==> src/rtl/hit_damage_ctrl.sv <==
// Player hit handler: turns collision levels into single life-decrement pulses,
// runs a pausable invincibility window after each hit and latches game-over.
module hit_damage_ctrl #(
    parameter int unsigned GRACE_CYCLES = 50_000_000,
    parameter int unsigned CNT_W        = 26,
    parameter int unsigned BLINK_BIT    = 22
) (
    input  logic       clk,
    input  logic       rst_n,
    input  logic       i_hit,
    input  logic       i_pause,
    input  logic [2:0] i_life_count,
    output logic       o_minus_life,
    output logic       o_invincible,
    output logic       o_blink,
    output logic       o_game_over
);

    localparam logic [CNT_W-1:0] GRACE_INIT = CNT_W'(GRACE_CYCLES - 1);

    typedef enum logic [1:0] {
        ST_ALIVE = 2'd0,
        ST_PULSE = 2'd1,
        ST_GRACE = 2'd2,
        ST_DEAD  = 2'd3
    } state_t;

    state_t           r_state;
    logic             r_hit_d;
    logic [CNT_W-1:0] r_grace_cnt;
    logic             r_minus_life;
    logic             r_invincible;
    logic             r_blink;
    logic             r_game_over;

    logic             w_hit_evt;
    logic [CNT_W-1:0] w_cnt_dec;

    // A rising edge seen while paused is dropped, not deferred.
    assign w_hit_evt = i_hit & ~r_hit_d & ~i_pause;
    assign w_cnt_dec = r_grace_cnt - CNT_W'(1);

    // Outputs are registered alongside the state so they always match it.
    always_ff @(posedge clk or negedge rst_n) begin
        if (!rst_n) begin
            r_state      <= ST_ALIVE;
            r_hit_d      <= 1'b0;
            r_grace_cnt  <= '0;
            r_minus_life <= 1'b0;
            r_invincible <= 1'b0;
            r_blink      <= 1'b0;
            r_game_over  <= 1'b0;
        end else begin
            r_hit_d <= i_hit;
            case (r_state)
                ST_ALIVE: begin
                    if (i_life_count == 3'd0) begin
                        r_state     <= ST_DEAD;
                        r_game_over <= 1'b1;
                    end else if (w_hit_evt) begin
                        r_state      <= ST_PULSE;
                        r_minus_life <= 1'b1;
                    end
                end
                ST_PULSE: begin
                    r_minus_life <= 1'b0;
                    // Life count still shows the pre-decrement value here.
                    if (i_life_count <= 3'd1) begin
                        r_state     <= ST_DEAD;
                        r_game_over <= 1'b1;
                    end else begin
                        r_state      <= ST_GRACE;
                        r_grace_cnt  <= GRACE_INIT;
                        r_invincible <= 1'b1;
                        r_blink      <= GRACE_INIT[BLINK_BIT];
                    end
                end
                ST_GRACE: begin
                    if (!i_pause) begin
                        if (r_grace_cnt == '0) begin
                            r_state      <= ST_ALIVE;
                            r_invincible <= 1'b0;
                            r_blink      <= 1'b0;
                        end else begin
                            r_grace_cnt <= w_cnt_dec;
                            r_blink     <= w_cnt_dec[BLINK_BIT];
                        end
                    end
                end
                ST_DEAD: begin
                    r_state <= ST_DEAD;
                end
            endcase
        end
    end

    assign o_minus_life = r_minus_life;
    assign o_invincible = r_invincible;
    assign o_blink      = r_blink;
    assign o_game_over  = r_game_over;

endmodule

==> config.mk <==
export PLATFORM = sky130hd
export DESIGN_NAME = hit_damage_ctrl
export DESIGN_NICKNAME = d
export VERILOG_FILES = /design/src/rtl/hit_damage_ctrl.sv
export SDC_FILE = /design/constraint.sdc
export NUM_CORES = 1
export LEC_CHECK = 0
export CORE_UTILIZATION = 59
export DETAILED_ROUTE_END_ITERATION = 16
export GPL_ROUTABILITY_DRIVEN = 0
export GPL_TIMING_DRIVEN = 0
export PLACE_DENSITY = 0.79
export SYNTH_ARGS = -nofsm -noshare
export SYNTH_HDL_FRONTEND = slang
export SYNTH_SLANG_ARGS = --single-unit
==> constraint.sdc <==
create_clock -name clk -period 3.1 [get_ports clk]
set_clock_uncertainty 0.2 [all_clocks]
set_input_delay 0.465 -clock clk [delete_from_list [all_inputs] [get_ports clk]]
set_output_delay 0.465 -clock clk [all_outputs]
set_load 0.1 [all_outputs]
==> results of run 1 <==
sequential cells by signal, summed over array words and instances, names as in the netlist:
name and cells:
o_blink 1, o_game_over 1, o_invincible 1, o_minus_life 1, r_grace_cnt 26, r_hit_d 1, r_state 2
critical path: stages:
cell	delay (ns)
clkdlybuf4s50_1	0.44
or3b_2	0.51
o21a_1	0.21
nor4b_1	0.71
nor4b_1	0.38
mux2i_1	0.23
worst paths after layout:
path	start	to	slack, ns	cells after the start
setup / recovery	i_pause	r_grace_cnt[15]	0.22	6
hold / removal	rst_n	r_grace_cnt[9]	-0.01	1
setup reg to reg	r_grace_cnt[22]	r_grace_cnt[7]	0.25	7
hold reg to reg	o_blink	o_blink	0.31	2
max in group asynchronous	rst_n	r_grace_cnt[1]	2.22	1
min in group clk	o_blink	o_blink	0.31	2
cell families after synthesis:
group                      count (synthesis)  share of synthesized area [%]
and+or+nand+nor                           93                           31.2
AOI/OAI and AO/OA                         51                           17.0
adders and majority gates                  1                          0.667
xor gates and xnor gates                   2                          0.934
DFF                                       33                           44.0
muxes                                      4                           2.13
buffers and inverters                     11                           4.07
cell usage after synthesis, types with 2 or more instances:
cell type,number,share of area [%]
or4_1,5,2.0
o21bai_1,2,0.80
nand2b_1,2,0.67
a211oi_1,2,0.80
nor2b_1,2,0.67
a21oi_1,16,4.3
nand3b_1,2,0.80
xnor2_1,2,0.93
nor2_1,20,4.0
nand3_1,4,1.1
nand2_1,6,1.2
and2_1,4,1.3
and4_2,2,1.1
or3_1,2,0.67
dfrtp_1,33,44
o31ai_1,6,2.4
and3_1,5,1.7
o41ai_1,2,0.93
clkbuf_1,2,0.40
nand4_1,4,1.3
nor4_1,9,3.0
nor4b_1,3,1.4
inv_1,4,0.80
o21ai_0,12,3.2
nor3_1,7,1.9
a31oi_1,4,1.3
clkbuf_8,2,1.5
mux2i_1,4,2.1
or4_4,3,1.8
and4_1,3,1.4
or3_2,2,0.80
nor3b_1,2,0.80
placed cells by master, fill, tap and decap left out, drive strengths merged, types with 3 or more instances in the layout:
| cell | synthesis | layout |
|---|---|---|
| dfrtp | 33 | 33 |
| nor2 | 20 | 20 |
| a21oi | 16 | 16 |
| o21ai | 12 | 12 |
| clkbuf | 4 | 11 |
| nor4 | 10 | 10 |
| clkdlybuf4s50 | 0 | 9 |
| nor3 | 8 | 8 |
| or4 | 8 | 8 |
| o31ai | 6 | 6 |
| nand2 | 6 | 6 |
| and3 | 5 | 5 |
| and4 | 5 | 5 |
| or3 | 5 | 5 |
| inv | 4 | 4 |
| a31oi | 4 | 4 |
| nand4 | 4 | 4 |
| and2 | 4 | 4 |
| mux2i | 4 | 4 |
| nand3 | 4 | 4 |
| nor4b | 3 | 3 |
| buf | 2 | 3 |
what timing repair did:
action | 4_1_cts | 5_1_grt
setup endpoints to repair | 0 | 6
gates resized for setup | 0 | 1
hold buffers | 0 | 0
metrics by stage:
stage                     instances  instance area, µm²  util [%]  total power [mW]  setup WS, ns
final                           256                2090      68.9              1.52         0.217
after global routing            256                2090      68.9              1.60        0.0262
after CTS                       256                2080      68.7              1.51         0.180
after detailed placement        249                2030      66.9              1.27        0.0382
after global placement          249                2030      67.1              1.24       -0.0131
after floorplan                 195                1880         -              1.11         0.601
power breakdown:
group          total (mW)  switching, mW  internal, mW
Sequential          0.694          0.144         0.549
Combinational       0.583          0.380         0.203
Clock               0.242          0.135         0.107
Total                1.52          0.659         0.859
per-layer routing:
metal | share of wire, % | wire length, µm | track usage [%]
met1 | 47 | 2030 | 40.1
met2 | 47 | 2040 | 44.7
met3 | 4.7 | 204 | 5.49
met4 | 0.79 | 34 | 9.52
met5 | 0 | 0 | 0
area by class of cell:
class | instances | area, µm²
clock buffer | 7 | 55.1
tap | 44 | 55.1
multi-input combinational | 151 | 980
sequential | 33 | 826
fill | 247 | 941
timing repair buffer | 10 | 95.1
buffer | 7 | 61.3
inverter | 4 | 15.0
==> results.json, run 1 <==
{
  "clockBufferDepth": 2,
  "yosysWarnings": 0,
  "post-cts-setup-buffers": 0,
  "clkLatencyLatePin_ns": 0.33,
  "hold_slack_ns": -0.0117,
  "tightest_slew_ns": 0.971,
  "avgViaCountPerCell": 6.53,
  "grt-ovfl-total": 0,
  "violations": "hold timing",
  "coreArea_um2": 3030,
  "grt_usage_pct": 28.6,
  "power.leakage_nw": 0.814,
  "drc": 0,
  "cp_max_fo": 4,
  "drive_gt1_share_pct": 11.8,
  "cts-root-buf": "clkbuf_4",
  "finalNetCount": 220,
  "synth.distinct_cells": 49,
  "tns_ns": 0,
  "worst_setup_path_start_kind": "input port",
  "power.density_nw_per_um2": 727,
  "peakVddDrop_uv": 373,
  "grt_pass1_wl_um": 7420,
  "wire_per_inst_um": 16.9,
  "hp-class": "input port to async pin",
  "diodes": 0,
  "drv_cap": 0,
  "drv_slew": 0,
  "min_period_ns": 2.88,
  "slew-limit-headroom_pct": 35.1,
  "crit_path_end_kind": "flip-flop",
  "synthFlopType": "dfrtp_1",
  "place.port_buffers": 10,
  "status": "finished, violations left",
  "syn_nets": 203,
  "fp.dieH_um": 58.4,
  "wirelength_um": 4320,
  "antenna_found_initial": 0,
  "die_area_um2": 3410,
  "syn_inst": 195,
  "required_ns": 3.16,
  "cts_buffers": 5,
  "first_global_vias": 1598,
  "grt_setup_unrepaired": "false",
  "start_util_pct": 61.9,
  "route.vias.total": 1671,
  "clk_pin_slew_ns": 0.10,
  "syn2layout_area_growth_pct": 11.3,
  "dr.first_iter.drc_count": 117,
  "worstSetupPathType": "input port to flip-flop",
  "arrival_ns": 2.94,
  "synthArstFlopShare_pct": 100,
  "fin_crit_sh_pct": 93.0,
  "seq_area_frac_synth_pct": 44.0,
  "synth_area_per_cell_um2": 9.62,
  "synthesis.area_um2": 1880,
  "setup-violations-final": 0,
  "dr.pass1.iters": 4,
  "ys_ff_latch": 33,
  "hold_viol_final": 8,
  "cts_tree": "yes",
  "h-tree-depth": 2,
  "hpwl_um": 3050,
  "cts_sinks": 33,
  "rows": 20,
  "drtAntennaViolNets": 0,
  "io_pins": 11,
  "synth_edf_count": 0,
  "maxClockFrequency_mhz": 347,
  "die_width_um": 58.4,
  "grt_max_degree": 34
}
(Power assumes the default switching activity.)
==> run 2, diff against run 1 <==
RECOVER_POWER = 100   (was default)
==> results.json, run 2 (synthesized netlist as in run 1, its figures left out) <==
{
  "status": "finished, violations left",
  "violations": "capacitance limit, slew limit",
  "diodes": 0,
  "mostFrequentLayoutCell": "dfrtp_1",
  "cts_buffers": 5,
  "finalNetCount": 220,
  "nFillCells": 249,
  "die_width_um": 58.4,
  "hold_slack_ns": 0.299,
  "antenna_found_initial": 0,
  "coreArea_um2": 3030,
  "final-seq-area_um2": 826,
  "power.density_nw_per_um2": 723,
  "dr.pass1.iters": 4,
  "globalRouteMet3Util_pct": 5.49,
  "largest_reg_flops": 26,
  "multiInputGateArea_um2": 976,
  "grt_setup_unrepaired": "false",
  "grt_util_met1_pct": 40.1,
  "clkLatencyLatePin_ns": 0.33,
  "grt_max_degree": 34,
  "hpwl_um": 3050,
  "met2_usage_pct": 44.7,
  "post-route-util_pct": 68.7,
  "syn2layout_area_growth_pct": 10.9,
  "hold_viol_final": 0,
  "worstSetupPathType": "flip-flop to flip-flop",
  "start_util_pct": 61.9,
  "total_power_mw": 1.51,
  "cts_tree": "yes",
  "cp_max_fo": 10,
  "fp.dieH_um": 58.4,
  "setup-violations-final": 0,
  "place.port_buffers": 10,
  "drc": 0,
  "slew-limit-headroom_pct": -16.6,
  "drv_slew": 34,
  "peakVddDrop_uv": 371,
  "cts-root-buf": "clkbuf_4",
  "clk_pin_slew_ns": 0.09,
  "postCtsHoldBufs": 0,
  "avgViaCountPerCell": 6.42,
  "grt_pass1_wl_um": 7420,
  "drv_cap": 1,
  "wire_per_inst_um": 16.6,
  "reg_top3": "r_grace_cnt: 26 flops, r_state: 2 flops",
  "worst_setup_path_start_kind": "flip-flop",
  "arrival_ns": 2.93,
  "first_global_vias": 1598,
  "layout_common_cells": "dfrtp_1, nor2_1, a21oi_1, o21ai_0, nor4_1",
  "maxClockFrequency_mhz": 346,
  "min_period_ns": 2.89,
  "die_area_um2": 3410,
  "io_pins": 11,
  "grt_usage_pct": 28.6,
  "clockBufferDepth": 2,
  "hp-class": "flip-flop to flip-flop",
  "dr.first_iter.drc_count": 115,
  "required_ns": 3.14,
  "drive_gt1_share_pct": 10.4,
  "power.leakage_nw": 0.808,
  "regMostFlops": "r_grace_cnt",
  "wirelength_um": 4260,
  "drtAntennaViolNets": 0,
  "tightest_slew_ns": 1.75,
  "tns_ns": 0,
  "grt-ovfl-total": 0,
  "rows": 20,
  "fin_crit_sh_pct": 93.1,
  "cts_sinks": 33,
  "route.vias.total": 1643,
  "crit_path_end_kind": "flip-flop",
  "busiest_layer": "met2",
  "h-tree-depth": 2
}
## run 2: worst paths after layout
kind                                  end  slack, ns            start  cells past startpoint
setup / recovery           r_grace_cnt[7]       0.21  r_grace_cnt[12]                      6
hold / removal                    o_blink       0.30          o_blink                      2
setup reg to reg           r_grace_cnt[7]       0.21  r_grace_cnt[12]                      6
hold reg to reg                   o_blink       0.30          o_blink                      2
max in group asynchronous  r_grace_cnt[1]       1.30            rst_n                      1
min in group asynchronous  r_grace_cnt[9]       0.39            rst_n                      1
## run 2: timing repair
item | 4_1_cts | 5_1_grt
buffers inserted | 0 | 0
endpoints found under the setup margin | 0 | 6
gates resized for setup | 0 | 1
endpoints found under the hold margin | 0 | 0
## run 2: layer usage
| metal | up-vias | part of all wire (%) |
|---|---|---|
| met3 | 7 | 3.5 |
| met5 | - | 0 |
| li1 | 787 | - |
| met1 | 808 | 49 |
| met4 | 0 | 1.1 |
| met2 | 41 | 47 |
## run 2: final cells by class
class	count	area share (%)
plain buffers	7	2.89
clock buffers	7	2.65
inverters	4	0.722
multi-input cells	151	46.9
flip-flops and latches	33	39.7
well taps	44	2.65
repair buffers	10	4.51
## run 2: power breakdown
part           internal, mW  total (mW)  switching (mW)
sequential            0.549       0.692           0.143
clock                 0.107       0.240           0.133
combinational         0.193       0.573           0.380
## run 2: worst max-delay path, cell delays in order (launching register included)
cell      delay (ns)
dfrtp_1         0.44
or4_1           0.59
or4_4           0.56
o31ai_1         0.48
clkbuf_8        0.28
o21ai_0         0.09
a21oi_1         0.15
## run 2: stage by stage
| step | std cells | area [µm²] | setup WS [ns] |
|---|---|---|---|
| after global routing | 256 | 2080 | 0.0262 |
| final | 256 | 2080 | 0.213 |
| after global placement | 249 | 2030 | -0.0131 |
| after detailed placement | 249 | 2030 | 0.0382 |
| after CTS | 256 | 2080 | 0.180 |
| after floorplan | 195 | 1880 | 0.601 |
==> run 3, diff against run 2 <==
CAP_MARGIN = 40   (was default)
CORE_UTILIZATION = 61   (was 59)
CTS_BUF_LIST = sky130_fd_sc_hd__clkbuf_4 sky130_fd_sc_hd__clkbuf_8   (was default)
PLACE_DENSITY = 0.81   (was 0.79)
SLEW_MARGIN = 20   (was default)
==> results.json, run 3 (synthesized netlist as in run 1, its figures left out) <==
{
  "status": "finished, violations left",
  "violations": "capacitance limit, slew limit",
  "grt_max_degree": 34,
  "worst_setup_path_start_kind": "input port",
  "total_power_mw": 1.54,
  "h-tree-depth": 2,
  "path_cells": "clkdlybuf4s50_1 > or3b_2 > o21a_1 > a31oi_1 > clkbuf_1 > nand3_1 > mux2i_1",
  "power.leakage_nw": 0.814,
  "drive_gt1_share_pct": 10.6,
  "crit_slowest_cell": "or3b_2",
  "required_ns": 3.11,
  "setup-violations-final": 0,
  "drtAntennaViolNets": 0,
  "instances_no_fill": 247,
  "layout_common_cells": "dfrtp_1, nor2_1, a21oi_1, o21ai_0",
  "power.density_nw_per_um2": 740,
  "grt_pass1_wl_um": 7400,
  "finalNetCount": 224,
  "wirelength_um": 4550,
  "coreArea_um2": 2830,
  "first_global_vias": 1580,
  "arrival_ns": 2.90,
  "setup_slack_ns": 0.205,
  "io_pins": 11,
  "die_width_um": 57.5,
  "fp.dieH_um": 57.5,
  "wl_met2_um": 2190,
  "dr.pass1.iters": 5,
  "cts_buffers": 5,
  "hold_viol_final": 0,
  "clkLatencyLatePin_ns": 0.33,
  "hpwl_um": 3320,
  "worstSetupPathType": "input port to flip-flop",
  "regMostFlops": "r_grace_cnt",
  "grt_setup_unrepaired": "false",
  "maxClockFrequency_mhz": 345,
  "cp_max_fo": 10,
  "avgViaCountPerCell": 7.01,
  "wl_met3_um": 278,
  "syn2layout_area_growth_pct": 11.1,
  "slew-limit-headroom_pct": -16.4,
  "min_period_ns": 2.90,
  "cts-root-buf": "clkbuf_4",
  "max_stage_delay_ns": 0.51,
  "post-route-util_pct": 73.6,
  "drc": 0,
  "grt_usage_pct": 29.6,
  "post-cts-setup-buffers": 0,
  "antenna_found_initial": 0,
  "cts_tree": "yes",
  "place.port_buffers": 10,
  "clockBufferDepth": 2,
  "preCtsSetupSlack_ns": -0.0769,
  "tns_ns": 0,
  "start_util_pct": 66.3,
  "crit_path_end_kind": "flip-flop",
  "tightest_slew_ns": 1.75,
  "die_area_um2": 3300,
  "dp_cells": 240,
  "wl_met1_um": 2000,
  "mostFrequentLayoutCell": "dfrtp_1",
  "peakVddDrop_uv": 468,
  "rows": 19,
  "drv_slew": 34,
  "cts_sinks": 33,
  "wire_per_inst_um": 18.4,
  "hp-class": "flip-flop to flip-flop",
  "grt-ovfl-total": 0,
  "dr.first_iter.drc_count": 144,
  "diodes": 0,
  "critPathBufInv": 2,
  "drv_cap": 1,
  "reg_top3": "r_grace_cnt: 26 flops, r_state: 2 flops",
  "route.vias.total": 1732,
  "top_layer": "met4",
  "fin_crit_sh_pct": 93.4,
  "clk_pin_slew_ns": 0.09,
  "largest_reg_flops": 26,
  "critPathTopFamily": "buffers and inverters"
}
-- run 3: cell count changes in the layout (fill, tap and decap cells not counted), sizes merged --
cell           before  now
clkbuf             13   17
dlygate4sd3         7    3
clkdlybuf4s50       3    7
-- run 3: layer usage --
metal / up-vias / global-route usage [%]
li1: 794 / -
met1: 837 / 40.3
met2: 87 / 47.5
met3: 14 / 6.58
met4: 0 / 9.06
met5: - / 0
-- run 3: cell type report --
cell class                      instances  area (µm²)
Clock buffer                            7        58.8
Tap cell                               31        38.8
Sequential cell                        33         826
Inverter                                4        15.0
Multi-Input combinational cell        151         976
Buffer                                  7        60.1
Timing Repair Buffer                   14         109
Fill cell                             225         746
-- run 3: per-stage QoR --
| step | cell area (µm²) | hold slack [ns] |
|---|---|---|
| after floorplan | 1880 | -0.0306 |
| after global placement | 2010 | 0.258 |
| after detailed placement | 2070 | 0.266 |
| after CTS | 2130 | 0.00979 |
| after global routing | 2080 | 0.319 |
| final | 2080 | 0.282 |
-- run 3: worst paths after layout --
path,cells after the start,endpoint,startpoint,slack (ns)
setup / recovery,7,r_grace_cnt[14],i_pause,0.20
hold / removal,1,o_game_over,o_game_over,0.28
setup reg to reg,6,r_grace_cnt[24],r_grace_cnt[12],0.23
hold reg to reg,1,o_game_over,o_game_over,0.28
max in group asynchronous,1,r_state[1],rst_n,1.30
min in group asynchronous,1,r_grace_cnt[9],rst_n,0.38
-- run 3: what timing repair did --
action | CTS | global route
gates resized for setup | 0 | 1
endpoints found under the setup margin | 0 | 7
hold buffers | 0 | 0
-- run 3: report_power, final --
| group | switching [mW] | internal (mW) |
|---|---|---|
| combinational | 0.390 | 0.209 |
| clock | 0.133 | 0.116 |
| sequential | 0.145 | 0.549 |
| total | 0.668 | 0.874 |
